### config.mk
export PLATFORM = sky130hd
export DESIGN_NAME = aes192_job_arbiter_flat
export DESIGN_NICKNAME = d
export VERILOG_FILES = /design/src/rtl/aes192_job_arbiter_pkg.sv /design/src/rtl/aes192_job_arbiter_if.sv /design/src/rtl/aes192_job_arbiter_rr_arbiter.sv /design/src/rtl/aes192_job_arbiter.sv /design/src/flat_wrapper.sv
export SDC_FILE = /design/constraint.sdc
export NUM_CORES = 1
export LEC_CHECK = 0
export ABC_AREA = 0
export ABC_CLOCK_PERIOD_IN_PS = 3300
export BUFFER_PORTS_ARGS = -buffer_cell sky130_fd_sc_hd__buf_2
export CORE_AREA = 2 2 410 412
export CTS_CLUSTER_SIZE = 14
export DETAILED_ROUTE_END_ITERATION = 10
export DIE_AREA = 0 0 412 414
export PLACE_DENSITY = 0.42
export SLEW_MARGIN = 20
export SYNTH_ARGS = -nofsm -noshare
export SYNTH_HDL_FRONTEND = slang
export SYNTH_HIERARCHICAL = 1
export SYNTH_SLANG_ARGS = --single-unit
export TNS_END_PERCENT = 20
### constraint.sdc
create_clock -name clk_i -period 3.3 [get_ports clk_i]
set_input_delay 0.165 -clock clk_i [delete_from_list [all_inputs] [get_ports clk_i]]
set_output_delay 0.165 -clock clk_i [all_outputs]
set_load 0.05 [all_outputs]
### src/rtl/aes192_job_arbiter_pkg.sv
// Shared types for the AES-192 job arbiter.
// State encoding, response error codes and key-slot ids.
package aes_arb_pkg;

  typedef enum logic [1:0] {
    IDLE  = 2'd0,
    DRAIN = 2'd1,
    RUN   = 2'd2,
    RESP  = 2'd3
  } arb_state_t;

  typedef enum logic [1:0] {
    ERR_OK      = 2'd0,
    ERR_PERM    = 2'd1,
    ERR_TIMEOUT = 2'd2
  } rsp_err_t;

  localparam logic [1:0] KEY_SLOT0 = 2'd0;
  localparam logic [1:0] KEY_SLOT1 = 2'd1;
  localparam logic [1:0] KEY_SLOT2 = 2'd2;
  localparam int NUM_KEY_SLOTS = 3;

  // Slot encoding 3 has no key of its own and aliases slot 2.
  function automatic logic [1:0] norm_slot(
    input logic [1:0] sel
  );
    return (sel == 2'd3) ? KEY_SLOT2 : sel;
  endfunction

endpackage

### src/rtl/aes192_job_arbiter_if.sv
// Engine-side bus between the job arbiter and one AES-192 core.
// Names follow the arbiter's point of view.
interface aes192_job_arbiter_if;

  logic         aes_start_o;
  logic [127:0] aes_pt_o;
  logic [127:0] aes_state_o;
  logic [1:0]   aes_key_sel_o;
  logic [127:0] aes_ct_i;
  logic         aes_valid_i;

  modport master (
    output aes_start_o,
    output aes_pt_o,
    output aes_state_o,
    output aes_key_sel_o,
    input  aes_ct_i,
    input  aes_valid_i
  );

  modport slave (
    input  aes_start_o,
    input  aes_pt_o,
    input  aes_state_o,
    input  aes_key_sel_o,
    output aes_ct_i,
    output aes_valid_i
  );

endinterface

### src/rtl/aes192_job_arbiter_rr_arbiter.sv
// Combinational round-robin arbiter: search starts just after ptr.
// Reusable for any shared crypto engine.
module rr_arbiter #(
  parameter int N  = 2,
  parameter int IW = 1
) (
  input  logic [N-1:0]  i_req,
  input  logic [IW-1:0] i_ptr,
  output logic [N-1:0]  o_gnt,
  output logic [IW-1:0] o_idx,
  output logic          o_any
);

  logic [N-1:0] w_hi;
  logic [N-1:0] w_src;

  always_comb begin
    w_hi = '0;
    for (int i = 0; i < N; i++) begin
      w_hi[i] = i_req[i] && (i > int'(i_ptr));
    end
    // Requests above ptr win; otherwise wrap to the bottom.
    w_src = (|w_hi) ? w_hi : i_req;
    o_idx = '0;
    o_gnt = '0;
    for (int i = N - 1; i >= 0; i--) begin
      if (w_src[i]) begin
        o_idx    = IW'(i);
        o_gnt    = '0;
        o_gnt[i] = 1'b1;
      end
    end
    o_any = |i_req;
  end

endmodule

### src/rtl/aes192_job_arbiter.sv
// Shares one AES-192 engine between NUM_REQ requesters with
// key-slot permission checks, stale-result drain and timeout.
module aes192_job_arbiter
  import aes_arb_pkg::*;
#(
  parameter int NUM_REQ        = 2,
  parameter int ID_W           = (NUM_REQ > 2) ? $clog2(NUM_REQ) : 1,
  parameter int TIMEOUT_CYCLES = 64
) (
  input  logic                   clk_i,
  input  logic                   rst_i,
  input  logic [NUM_REQ-1:0]     req_valid_i,
  output logic [NUM_REQ-1:0]     req_ready_o,
  input  logic [NUM_REQ*128-1:0] req_pt_i,
  input  logic [NUM_REQ*128-1:0] req_state_i,
  input  logic [NUM_REQ*2-1:0]   req_key_sel_i,
  input  logic [NUM_REQ*3-1:0]   key_perm_i,
  aes192_job_arbiter_if.master   eng,
  output logic                   rsp_valid_o,
  input  logic                   rsp_ready_i,
  output logic [ID_W-1:0]        rsp_id_o,
  output logic [127:0]           rsp_ct_o,
  output logic [1:0]             rsp_err_o,
  output logic                   busy_o
);

  localparam int CNT_W = $clog2(TIMEOUT_CYCLES);

  arb_state_t r_state;
  arb_state_t w_nxt;

  logic [ID_W-1:0]  r_ptr;
  logic [ID_W-1:0]  r_id;
  logic [127:0]     r_pt;
  logic [127:0]     r_st;
  logic [1:0]       r_key;
  logic [127:0]     r_aes_pt;
  logic [127:0]     r_aes_st;
  logic [1:0]       r_aes_key;
  logic [CNT_W-1:0] r_cnt;
  logic [127:0]     r_ct;
  logic [1:0]       r_err;

  logic [NUM_REQ-1:0] w_gnt;
  logic [ID_W-1:0]    w_idx;
  logic               w_any;
  logic [127:0]       w_sel_pt;
  logic [127:0]       w_sel_st;
  logic [1:0]         w_sel_key;
  logic [2:0]         w_perm_row;
  logic               w_perm;
  logic               w_expire;

  logic w_cap;
  logic w_deny;
  logic w_load;
  logic w_ok;
  logic w_tmo;

  rr_arbiter #(
    .N  (NUM_REQ),
    .IW (ID_W)
  ) u_rr (
    .i_req (req_valid_i),
    .i_ptr (r_ptr),
    .o_gnt (w_gnt),
    .o_idx (w_idx),
    .o_any (w_any)
  );

  always_comb begin
    w_sel_pt   = '0;
    w_sel_st   = '0;
    w_sel_key  = KEY_SLOT0;
    w_perm_row = '0;
    for (int i = 0; i < NUM_REQ; i++) begin
      if (w_gnt[i]) begin
        w_sel_pt   = req_pt_i[i*128 +: 128];
        w_sel_st   = req_state_i[i*128 +: 128];
        w_sel_key  = norm_slot(req_key_sel_i[i*2 +: 2]);
        w_perm_row = key_perm_i[i*3 +: 3];
      end
    end
    unique case (w_sel_key)
      KEY_SLOT0: w_perm = w_perm_row[0];
      KEY_SLOT1: w_perm = w_perm_row[1];
      default:   w_perm = w_perm_row[2];
    endcase
  end

  assign w_expire = (r_cnt == CNT_W'(TIMEOUT_CYCLES - 1));

  always_comb begin
    w_nxt  = r_state;
    w_cap  = 1'b0;
    w_deny = 1'b0;
    w_load = 1'b0;
    w_ok   = 1'b0;
    w_tmo  = 1'b0;
    unique case (r_state)
      IDLE: begin
        if (w_any) begin
          w_cap = 1'b1;
          if (w_perm) begin
            w_nxt = DRAIN;
          end else begin
            w_nxt  = RESP;
            w_deny = 1'b1;
          end
        end
      end
      DRAIN: begin
        // A result left over from the last job must clear first.
        if (!eng.aes_valid_i) begin
          w_nxt  = RUN;
          w_load = 1'b1;
        end
      end
      RUN: begin
        if (eng.aes_valid_i) begin
          w_nxt = RESP;
          w_ok  = 1'b1;
        end else if (w_expire) begin
          w_nxt = RESP;
          w_tmo = 1'b1;
        end
      end
      RESP: begin
        if (rsp_ready_i) begin
          w_nxt = IDLE;
        end
      end
      default: w_nxt = IDLE;
    endcase
  end

  always_ff @(posedge clk_i) begin
    if (rst_i) begin
      r_state   <= IDLE;
      r_ptr     <= ID_W'(NUM_REQ - 1);
      r_id      <= '0;
      r_pt      <= '0;
      r_st      <= '0;
      r_key     <= '0;
      r_aes_pt  <= '0;
      r_aes_st  <= '0;
      r_aes_key <= '0;
      r_cnt     <= '0;
      r_ct      <= '0;
      r_err     <= ERR_OK;
    end else begin
      r_state <= w_nxt;
      if (w_cap) begin
        r_pt  <= w_sel_pt;
        r_st  <= w_sel_st;
        r_key <= w_sel_key;
        r_id  <= w_idx;
        r_ptr <= w_idx;
      end
      if (w_deny) begin
        r_ct  <= '0;
        r_err <= ERR_PERM;
      end
      // Engine inputs only change on the way into RUN.
      if (w_load) begin
        r_aes_pt  <= r_pt;
        r_aes_st  <= r_st;
        r_aes_key <= r_key;
        r_cnt     <= '0;
      end else if (r_state == RUN) begin
        r_cnt <= r_cnt + 1'b1;
      end
      if (w_ok) begin
        r_ct  <= eng.aes_ct_i;
        r_err <= ERR_OK;
      end
      if (w_tmo) begin
        r_ct  <= '0;
        r_err <= ERR_TIMEOUT;
      end
    end
  end

  assign req_ready_o = (r_state == IDLE && !rst_i) ? w_gnt : '0;

  assign eng.aes_start_o   = (r_state == RUN);
  assign eng.aes_pt_o      = r_aes_pt;
  assign eng.aes_state_o   = r_aes_st;
  assign eng.aes_key_sel_o = r_aes_key;

  assign rsp_valid_o = (r_state == RESP);
  assign rsp_id_o    = r_id;
  assign rsp_ct_o    = r_ct;
  assign rsp_err_o   = r_err;
  assign busy_o      = (r_state != IDLE);

endmodule

### src/flat_wrapper.sv
// flat-port wrapper written by rule: the top's interface ports become plain ports
module aes192_job_arbiter_flat import aes_arb_pkg::*;
#(
  parameter int NUM_REQ        = 2,
  parameter int ID_W           = (NUM_REQ > 2) ? $clog2(NUM_REQ) : 1,
  parameter int TIMEOUT_CYCLES = 64
)
  (clk_i, rst_i, req_valid_i, req_ready_o, req_pt_i, req_state_i, req_key_sel_i, key_perm_i, rsp_valid_o, rsp_ready_i, rsp_id_o, rsp_ct_o, rsp_err_o, busy_o, eng_aes_start_o, eng_aes_pt_o, eng_aes_state_o, eng_aes_key_sel_o, eng_aes_ct_i, eng_aes_valid_i);
  aes192_job_arbiter_if eng_i ();
  input  logic clk_i;
  input  logic rst_i;
  input  logic [NUM_REQ-1:0] req_valid_i;
  output logic [NUM_REQ-1:0] req_ready_o;
  input  logic [NUM_REQ*128-1:0] req_pt_i;
  input  logic [NUM_REQ*128-1:0] req_state_i;
  input  logic [NUM_REQ*2-1:0] req_key_sel_i;
  input  logic [NUM_REQ*3-1:0] key_perm_i;
  output logic rsp_valid_o;
  input  logic rsp_ready_i;
  output logic [ID_W-1:0] rsp_id_o;
  output logic [127:0] rsp_ct_o;
  output logic [1:0] rsp_err_o;
  output logic busy_o;
  output wire logic [$bits(eng_i.aes_start_o)-1:0] eng_aes_start_o;
  output wire logic [$bits(eng_i.aes_pt_o)-1:0] eng_aes_pt_o;
  output wire logic [$bits(eng_i.aes_state_o)-1:0] eng_aes_state_o;
  output wire logic [$bits(eng_i.aes_key_sel_o)-1:0] eng_aes_key_sel_o;
  input wire logic [$bits(eng_i.aes_ct_i)-1:0] eng_aes_ct_i;
  input wire logic [$bits(eng_i.aes_valid_i)-1:0] eng_aes_valid_i;
  assign eng_aes_start_o = eng_i.aes_start_o;
  assign eng_aes_pt_o = eng_i.aes_pt_o;
  assign eng_aes_state_o = eng_i.aes_state_o;
  assign eng_aes_key_sel_o = eng_i.aes_key_sel_o;
  assign eng_i.aes_ct_i = eng_aes_ct_i;
  assign eng_i.aes_valid_i = eng_aes_valid_i;
  aes192_job_arbiter #(.NUM_REQ(NUM_REQ), .ID_W(ID_W), .TIMEOUT_CYCLES(TIMEOUT_CYCLES)) u_core (.clk_i(clk_i), .rst_i(rst_i), .req_valid_i(req_valid_i), .req_ready_o(req_ready_o), .req_pt_i(req_pt_i), .req_state_i(req_state_i), .req_key_sel_i(req_key_sel_i), .key_perm_i(key_perm_i), .eng(eng_i), .rsp_valid_o(rsp_valid_o), .rsp_ready_i(rsp_ready_i), .rsp_id_o(rsp_id_o), .rsp_ct_o(rsp_ct_o), .rsp_err_o(rsp_err_o), .busy_o(busy_o));
endmodule
# ---- Word level (Yosys, flattened, before mapping)
# Index checks and enable logic that the tools add are counted.
# W data, S select, Z words.
dict set report classes {
  addsub 1
  order_cmp 1
  reduce_logical 13
  eq_ne 11
  n_mux 41
}
# op n
set ops {}
lappend ops {{$mux W128} 6}
lappend ops {{$mux W2} 17}
lappend ops {{$mux W1} 14}
lappend ops {{$eq A2 B2 Y1 const B} 4}
lappend ops {{$pmux W2 S4} 1}
lappend ops {{$add A6 B1 Y6 const B} 1}
lappend ops {{$eq A6 B6 Y1 const B} 1}
lappend ops {{$mux W3} 2}
lappend ops {{$reduce_or A2 Y1} 3}
lappend ops {{$eq A2 B1 Y1 const B} 2}
lappend ops {{$logic_not A2 Y1} 2}
lappend ops {{$ne A2 B2 Y1 const B} 2}
lappend ops {{$reduce_and A4 Y1} 1}
lappend ops {{$reduce_bool A2 Y1} 2}
lappend ops {{$ne A3 B1 Y1 const B} 1}
lappend ops {{$reduce_bool A3 Y1} 1}
lappend ops {{$reduce_or A3 Y1} 1}
lappend ops {{$logic_and A1 B1 Y1} 2}
lappend ops {{$ne A2 B1 Y1 const B} 1}
lappend ops {{$pmux W1 S2} 1}
lappend ops {{$gt A1 B1 Y1 const A} 1}
lappend ops {{$logic_not A1 Y1} 1}
dict set report word_totals {
  wordCells 80
  ff_bits 656
  in_bits 656
  output_inout_bits 394
}

# ---- Depth between registers and ports, before layout
# Gate-level depths: netlist of the first run.
dict set report depth {
  word_depth 15
  depth_mapped 10
  ltp_nobuf 7
}

# ---- Cells and area by module
# The synthesis of the first run kept the hierarchy.
# module n_inst seq_area_each_um2 cells_per_inst area_each_um2
set by_module_without_submodules {}
lappend by_module_without_submodules {aes192_job_arbiter 1 13132.6 2669 23578.9}
lappend by_module_without_submodules {rr_arbiter 1 0.0 5 32.5}

# ---- Least setup slack after synthesis of the first run
# Ideal clock, no wire load.
dict set report synth_path {
  path_type {register -> register}
  from {register u_core.r_state[0]}
  to {register u_core.r_ct[107], in the netlist u_core/rsp_ct_o[107]}
  path_buffers 3
  required_ns 3.240
  arrival_ns 2.189
  path_slack_ns 1.051
  setup_time_ns 0.060
  period_less_slack_ns 2.249
  path_stages_with_launch 8
  path_cell_list {dfxtp_1 > inv_1 > ha_1 > clkbuf_1 > and3_1 > clkbuf_1 > clkbuf_1 > a22o_1}
}
dict set report synth_between {
  elab_chain_len 3
  word_cells_on_any_way 8
  classes_between {eq/ne: 1; mux: 4; reduce/logical: 3}
}
# item line_no
set synth_lines {}
lappend synth_lines {{from (decl)} aes192_job_arbiter.sv:29} ;# arb_state_t r_state;
lappend synth_lines {{from (signal assigned)} aes192_job_arbiter.sv:152} ;# r_state <= w_nxt;
lappend synth_lines {{$eq A2 B2 Y1 (*)} --}
lappend synth_lines {{named net eng_aes_start_o} flat_wrapper.sv:24} ;# output wire logic [$bits(eng_i.aes_start_o)-1:0] eng_aes_start_o;
lappend synth_lines {{$mux W1} aes192_job_arbiter.sv:100} ;# unique case (r_state)
lappend synth_lines {{$mux W128 (tied with other cells)} aes192_job_arbiter.sv:173} ;# if (w_ok) begin
lappend synth_lines {{to (signal assigned)} aes192_job_arbiter.sv:174} ;# r_ct <= eng.aes_ct_i;
lappend synth_lines {{to (decl)} aes192_job_arbiter.sv:41} ;# logic [127:0] r_ct;
# Mark *: on every way through the listed nets, which the timed path passes. The rest lies on a longest branch.
# A chain may end at the register's enable or synchronous reset.

# ---- Worst setup path after layout of the first run
dict set report layout_path {
  from {register u_core.r_state[0]}
  to {register u_core.r_st[18]}
}
dict set report layout_between {
  elab_chain_len 2
}
# item line_no
set layout_lines {}
lappend layout_lines {{$logic_not A2 Y1} aes192_job_arbiter.sv:100}
lappend layout_lines {{$mux W1} aes192_job_arbiter.sv:100}
lappend layout_lines {{to (signal assigned)} aes192_job_arbiter.sv:155} ;# r_st <= w_sel_st;
lappend layout_lines {{to (decl)} aes192_job_arbiter.sv:35} ;# logic [127:0] r_st;
# Every way passes these cells.

==> summary.md, run 1 <==
| Metric | Value |
|---|---|
| R2R Path Start | u_core/r_state[0]$_SDFFE_PP0P_ |
| Most used DFF post-synth | dfxtp_1 |
| Compound-Gate Fraction of Synth Area | ~20% |
| WS Path Type | flip-flop to flip-flop |
| Setup TNS Final | 0 ns |
| Period Utilization, post-route | just over 90% |
| Layout cells sized above 1 | 28.9% |
| Post-Synth Adder-Cell Area | less than 1% |
| Initial Util | about 14% |
| HP Start | key_perm_i[5] |
| Initial antenna violation count | 8 |
| Core box area | 166000 um^2 |
| CTS Buffer Depth | 3 |
| Routed Antenna Nets | 0 |
| Skew-Pair Late Insertion Delay | ~0.66 ns |
| Switching share of total power | ~37% |
| Clk_skew | ~0.025 ns |
| Die Width | between 400 and 500 um |
| Worst setup startpoint | u_core/r_state[0]$_SDFFE_PP0P_ |
| Pint | 19.3 mW |
| # DRC | 0 |
| Syn Std Cell Area | roughly 24000 um^2 |
| EDFF count, synth | 0 |
| Hold Crit Depth | 4 |
| Sequential-to-total area share from yosys stat | 55.6% |
| Area of the die | about 170000 um^2 |
| Slew headroom | between 30% and 40% |
| Routability cong. | roughly 0.89 |
| First-pass detailed-route iteration total | 6 |
| First-pass GRT wire length | between 150 and 200 mm |
| Hold Path Class | primary input to flip-flop |
| Reg2reg path depth | 7 |
| Outcome | completed |
| CP Max Fanout | between 60 and 70 |
| Root Buffer | clkbuf_16 |
| Rows | 150 |
| Total placed cells including tap cells | approximately 5700 |
| PortBufs | roughly 1000 |
| Max Freq | roughly 320 MHz |
| Clock Sinks | around 660 |
| Util after Layout | between 20% and 30% |
| Clock power share | 29.1% |
| Syn Inst Count | around 2700 |
| Worst-path clk slew | approximately 0.06 ns |
| Routed wire per std cell | approximately 20 um |
| RSZ-0062 raised after global routing | false |
| Power share of the combinational group | 36.6% |
| WL final | about 130 mm |
| Xor/xnor share of the synthesized area | 0.148% |
| Routed vias | 26516 |
| Io pins | about 1100 |
| CP Capture Type | flip-flop |
| P_leak | 17.4 nW |
| Yosys warns | 6 |
| Sequential power share | 34.2% |
| Synth Register Bits | 656 |
| Final setup fails | 0 |
| Total gr overflow | 0 |
| Asr flop ratio synth | 0% |
| Die H | around 410 um |
| Max cap viols | 0 |
| Pwr/cell area | about 750 nW/um^2 |
| Vias in the first global route | 26202 |
| Critical path required time | between 3 and 4 ns |
| Worst Tran Pin Value | 0.978 ns |
| Net Sw Power | 11.3 mW |
| Clock period minus final worst setup slack | roughly 3.1 ns |
| Final Hold Vio Count | 0 |
| Vias/cell | 4.06 |
| Largest family of logic cells by synthesized area | compound AO/OA/AOI/OAI gates |
| Synth Area in Simple Gates | 18.7% |
| Syn Area/Cell | 8.83 um^2 |
| GRT Overall Usage | between 10% and 20% |
| Worst IR Drop VDD | roughly 420 uV |
| Critical path arrival | around 3.6 ns |
| Initial DRC Count | 1461 |
| Total CTS buffers | 82 |
| Netlist cell types | 42 |
| Mux cell area share after synthesis | 0.0424% |
| # nets final | a little under 5000 |
| Largest net degree at the start of global routing | about 160 |
| HPWL Detailed | between 90 and 100 mm |
| Syn_nets | 3336 |
| CTS tree | done |
| Post-route insts no fill | between 6000 and 7000 |
| Area grow syn2layout | 71.9% |
| CTS H-tree depth | 3 |
| Critical Path Start Type | flip-flop |
| Fin. max-slew vios | 0 |
## registers in the layout, indices dropped and copies added (netlist names)
| register | count |
|---|---|
| u_core/r_st | 128 |
| u_core/rsp_err_o | 2 |
| u_core/r_ptr | 1 |
| u_core/r_pt | 128 |
| u_core/eng.aes_state_o | 128 |
| u_core/eng.aes_pt_o | 128 |
| u_core/r_key | 2 |
| u_core/r_cnt | 6 |
| u_core/r_state | 2 |
| u_core/rsp_id_o | 1 |
| u_core/eng.aes_key_sel_o | 2 |
| u_core/rsp_ct_o | 128 |
## layout make-up
| type | instances | area (um^2) |
|---|---|---|
| Antenna cell | 3 | 7.51 |
| Tap cell | 2204 | 2760 |
| Fill cell | 18267 | 126000 |
| Clock buffer | 118 | 2400 |
| Multi-Input combinational cell | 1750 | 9420 |
| Inverter | 8 | 30.0 |
| Timing Repair Buffer | 1764 | 12600 |
| Sequential cell | 656 | 13100 |
| Clock inverter | 26 | 238 |
## worst max-delay path: stages (launching register included)
cell and delay (ns):
dfxtp_1 0.34, inv_1 0.13, ha_1 0.38, nand2_8 0.41, a221oi_1 0.42, dlygate4sd3_1 0.61, nor3_1 0.04, dlygate4sd3_1 0.59
## kinds of logic after synthesis
group / after synthesis
compound gates: 665
xor+xnor: 4
fa+ha+maj: 6
buf+inv: 268
flops: 656
mux: 1
simple gates: 1074
## cell usage in the layout, fill, tap and decap left out, types with 18 or more instances in the layout
cell type	synthesis	final
dlygate4sd3_1	0	651
nand2_1	531	530
dfxtp_1	656	656
a21oi_1	263	263
clkbuf_16	0	86
nor2_1	266	266
buf_2	10	1048
nor3_1	258	258
a221oi_1	254	254
clkbuf_1	229	18
a22o_1	129	129
buf_4	4	37
buf_12	0	25
## per-layer routing
layer / track usage (%) / wire (um) / vias up
met3: 3.96 / 9030 / 185
met5: 0 / 41 / -
met2: 24.8 / 62800 / 926
li1: - / - / 12685
met1: 16.2 / 51700 / 12714
met4: 5.28 / 4770 / 6
## power groups by stage
| stage | logic, mW | clock network, mW | registers, mW |
|---|---|---|---|
| after floorplan | 4.36 | 0 | 11.8 |
| after global placement | 9.04 | 0 | 10.6 |
| after detailed placement | 9.10 | 0 | 10.6 |
| after CTS | 11.2 | 9.27 | 10.4 |
| after global routing | 12.1 | 9.57 | 10.6 |
| final | 11.2 | 8.90 | 10.5 |
## worst paths after layout
kind | endpoint | slack (ns)
max | u_core/r_st[18]$_SDFFE_PP0P_ | 0.21
min reg2reg | u_core/eng.aes_state_o[49]$_SDFFE_PP0P_ | 0.44
min | u_core/rsp_err_o[1]$_SDFFE_PP0P_ | 0.12
max reg2reg | u_core/r_st[18]$_SDFFE_PP0P_ | 0.21
## synth_stat cells, types with 2 or more instances
library cell,n,area [um^2]
a221oi_1,254,2220
xor2_1,3,26.3
buf_2,10,50.1
buf_1,5,18.8
buf_6,12,135
a21oi_1,263,1320
a211oi_1,4,30.0
nor3_1,258,1290
ha_1,6,75.1
a21boi_1,2,15.0
nand4_1,3,18.8
nor2_1,266,998
dfxtp_1,656,13100
nor2b_1,2,12.5
or2_1,2,12.5
nand2_1,531,1990
a22o_1,129,1130
o21ai_0,2,10.0
buf_4,4,30.0
clkbuf_1,229,860
and3_1,5,31.3
inv_1,8,30.0
## through the flow
stage	setup WS (ns)	hold WS (ns)	power (mW)	area (um^2)
2_1_floorplan	1.05	0.290	16.2	23600
3_3_place_gp	0.579	0.377	19.6	31400
3_5_place_dp	0.510	0.380	19.7	31400
4_1_cts	0.0253	0.0121	31.0	40500
5_1_grt	0.0938	0.0835	32.3	40600
6_report	0.214	0.119	30.6	40600
## timing repair
item | in CTS | in global routing
buffers inserted | 0 | 2
hold buffers | 651 | 0
gates resized for setup | 0 | 3
setup endpoints to repair | 0 | 6
hold endpoints to repair | 427 | 0
(Power assumes the default switching activity.)
==> inputs of run 2 (changes only) <==
--- a/config.mk
+++ b/config.mk
@@ -7,12 +7,12 @@
 export LEC_CHECK = 0
 export ABC_AREA = 0
 export ABC_CLOCK_PERIOD_IN_PS = 3300
-export BUFFER_PORTS_ARGS = -buffer_cell sky130_fd_sc_hd__buf_2
 export CORE_AREA = 2 2 410 412
 export CTS_CLUSTER_SIZE = 14
 export DETAILED_ROUTE_END_ITERATION = 10
 export DIE_AREA = 0 0 412 414
-export PLACE_DENSITY = 0.42
+export DONT_BUFFER_PORTS = 1
+export PLACE_DENSITY = 0.37
 export SLEW_MARGIN = 20
 export SYNTH_ARGS = -nofsm -noshare
 export SYNTH_HDL_FRONTEND = slang
==> run 2 against run 1 <==
Compared with the run above: non-clock buffer count decreased by 904; register-to-register slack got worse by 0.18 ns; sequential power up 16%; highest routed layer unchanged; utilization decreased by 2.1 points; sequential share of layout area rose by 3.0 points; hold slack improved by 0.0079 ns; clock skew is 0.0099 ns higher; die area unchanged; via count is 11% lower; critical path type unchanged; critical path depth increased by 1; power rose by 1.9%; largest cell class unchanged; count of clock-buffer cells in the layout shrank 3.
==> summary.md, run 2 (synthesis results as in run 1) <==
| Metric | Value |
|---|---|
| Outcome | completed (unchanged) |
| Final Hold Vio Count | 0 (unchanged) |
| Multi-input gate area | 9420 um^2 (about the same) |
| Routed Antenna Nets | 0 (unchanged) |
| Slew headroom | 22.1% (was 34.8%) |
| PortBufs | 0 (was 1049) |
| First-pass detailed-route iteration total | 6 (unchanged) |
| Most frequent cells in the layout | dlygate4sd3_1 (784), dfxtp_1 (656), nand2_1 (530) (was buf_2 (1048), dfxtp_1 (656), dlygate4sd3_1 (651)) |
| Rows | 150 (unchanged) |
| Routed vias | 23475 (was 26516) |
| # DRC | 0 (unchanged) |
| Total CTS buffers | 84 (was 82) |
| Worst-path clk slew | 0.06 ns (about the same) |
| Final setup fails | 0 (unchanged) |
| Root Buffer | clkbuf_16 (unchanged) |
| Vias in the first global route | 23277 (was 26202) |
| RSZ-0062 raised after global routing | false (unchanged) |
| Total gr overflow | 0 (unchanged) |
| Register area | 13100 um^2 (unchanged) |
| CTS tree | done (unchanged) |
| Clock Sinks | 656 (unchanged) |
| Initial Util | 14.2% (unchanged) |
| Fin. max-slew vios | 0 (unchanged) |
| HPWL Detailed | 84.2 mm (was 91.9 mm) |
| Vias/cell | 4.15 (was 4.06) |
| Hold WS | 0.126 ns (was 0.119 ns) |
| CTS Buffer Depth | 3 (unchanged) |
| Routability cong. | 0.978 (was 0.890) |
| Pwr/cell area | 839 nW/um^2 (was 753 nW/um^2) |
| # nets final | 4022 (was 4924) |
| Clock period minus final worst setup slack | 3.27 ns (was 3.09 ns) |
| WS Path Type | flip-flop to flip-flop (unchanged) |
| Initial DRC Count | 1379 (was 1461) |
| Core box area | 166000 um^2 (unchanged) |
| Placed cell areas | 26100 um^2 (was 31400 um^2) |
| Commonest non-fill, non-tap cell in the layout | dlygate4sd3_1 (was buf_2) |
| Max Freq | 306 MHz (was 324 MHz) |
| Critical path arrival | 3.85 ns (was 3.61 ns) |
| Period Utilization, post-route | 98.9% (was 93.5%) |
| Critical Path Start Type | flip-flop (unchanged) |
| WL final | 123 mm (was 128 mm) |
| Clk_skew | 0.0345 ns (was 0.0246 ns) |
| Layout cells sized above 1 | 6.68% (was 28.9%) |
| Area of the die | 171000 um^2 (unchanged) |
| First-pass GRT wire length | 169 mm (was 179 mm) |
| P_leak | 14.1 nW (was 17.4 nW) |
| Hold Path Class | primary input to flip-flop (unchanged) |
| CP Max Fanout | 106 (was 66) |
| Die Width | 412 um (unchanged) |
| Hold Crit Depth | 2 (was 4) |
| Worst IR Drop VDD | 568 uV (was 420 uV) |
| Critical path required time | 3.89 ns (was 3.82 ns) |
| Die H | 414 um (unchanged) |
| Area grow syn2layout | 57.2% (was 71.9%) |
| Largest net degree at the start of global routing | 344 (was 161) |
| Initial antenna violation count | 38 (was 8) |
| Reg2reg path depth | 8 (was 7) |
| GRT Overall Usage | 13.7% (was 14.2%) |
| Routed wire per std cell | 21.7 um (was 19.6 um) |
| # fillers | 18191 (was 18267) |
| Setup TNS Final | 0 ns (unchanged) |
| Skew-Pair Late Insertion Delay | 0.72 ns (was 0.66 ns) |
| Worst Tran Pin Value | 1.17 ns (was 0.978 ns) |
| CTS H-tree depth | 3 (unchanged) |
| Cell area after layout | 37100 um^2 (was 40600 um^2) |
| Io pins | 1050 (unchanged) |
| Max cap viols | 0 (unchanged) |
| CP Capture Type | flip-flop (unchanged) |
## run 2: changes by cell type in the layout (fill, tap and decap cells not counted), moves of 2 or more
cell | previous run | this run
buf_12 | 25 | 20
buf_16 | 0 | 3
buf_2 | 1048 | 0
buf_4 | 37 | 51
bufinv_16 | 2 | 9
clkbuf_1 | 18 | 13
clkinv_8 | 2 | 0
diode_2 | 3 | 27
dlygate4sd3_1 | 651 | 784
inv_16 | 1 | 3
inv_6 | 2 | 7
## run 2: worst max-delay path, stage by stage, from the launching register on
cell,delay (ns)
dfxtp_1,0.33
inv_1,0.13
ha_1,0.35
nand2_4,0.11
buf_12,0.20
a221oi_1,0.48
dlygate4sd3_1,0.64
nor3_1,0.05
dlygate4sd3_1,0.60
## run 2: power by group
part	internal (mW)	total [mW]	leakage (nW)	switching [mW]
clock	5.91	9.85	1.46	3.94
sequential	9.53	12.2	5.35	2.70
combinational	4.42	9.07	7.25	4.65
total	19.9	31.2	14.1	11.3
## run 2: repair_timing
action	CTS	global route
endpoints found under the setup margin	0	73
hold endpoints to repair	656	31
resized for setup	0	6
setup buffers	0	1
hold buffers	784	1
## run 2: stage by stage
stage / utilization [%] / setup WS [ns] / total power [mW] / instances
after floorplan: - / 1.05 / 16.2 / 2674
after global placement: 15.7 / 0.661 / 18.7 / 4690
after detailed placement: 15.7 / 0.657 / 18.8 / 4690
after CTS: 22.2 / 0.0420 / 31.5 / 5629
after global routing: 22.3 / 0.0178 / 32.9 / 5649
final: 22.3 / 0.0348 / 31.2 / 5660
## run 2: worst paths after layout
kind,startpoint,end,slack [ns]
max reg2reg,u_core/r_state[0]$_SDFFE_PP0P_,u_core/r_pt[8]$_SDFFE_PP0P_,0.03
max,u_core/r_state[0]$_SDFFE_PP0P_,u_core/r_pt[8]$_SDFFE_PP0P_,0.03
min,eng_aes_ct_i[103],u_core/rsp_ct_o[103]$_SDFFE_PP0P_,0.13
min reg2reg,u_core/r_pt[6]$_SDFFE_PP0P_,u_core/eng.aes_pt_o[6]$_SDFFE_PP0P_,0.45
## run 2: final cells by class
cell class | count | share of cell area [%]
Clock inverter | 40 | 1.46
Antenna cell | 27 | 0.182
Sequential cell | 656 | 35.4
Multi-Input combinational cell | 1750 | 25.4
Clock buffer | 115 | 6.52
Tap cell | 2204 | 7.43
Inverter | 8 | 0.0809
Timing Repair Buffer | 860 | 23.6
## run 2: layer usage
| metal | global-route usage [%] | vias up | share of wire, % |
|---|---|---|---|
| met1 | 14.6 | 11379 | 37 |
| met3 | 5.15 | 210 | 9.4 |
| met5 | 0 | - | 0.094 |
| li1 | - | 10940 | - |
| met2 | 23.0 | 928 | 49 |
| met4 | 7.74 | 18 | 4.7 |
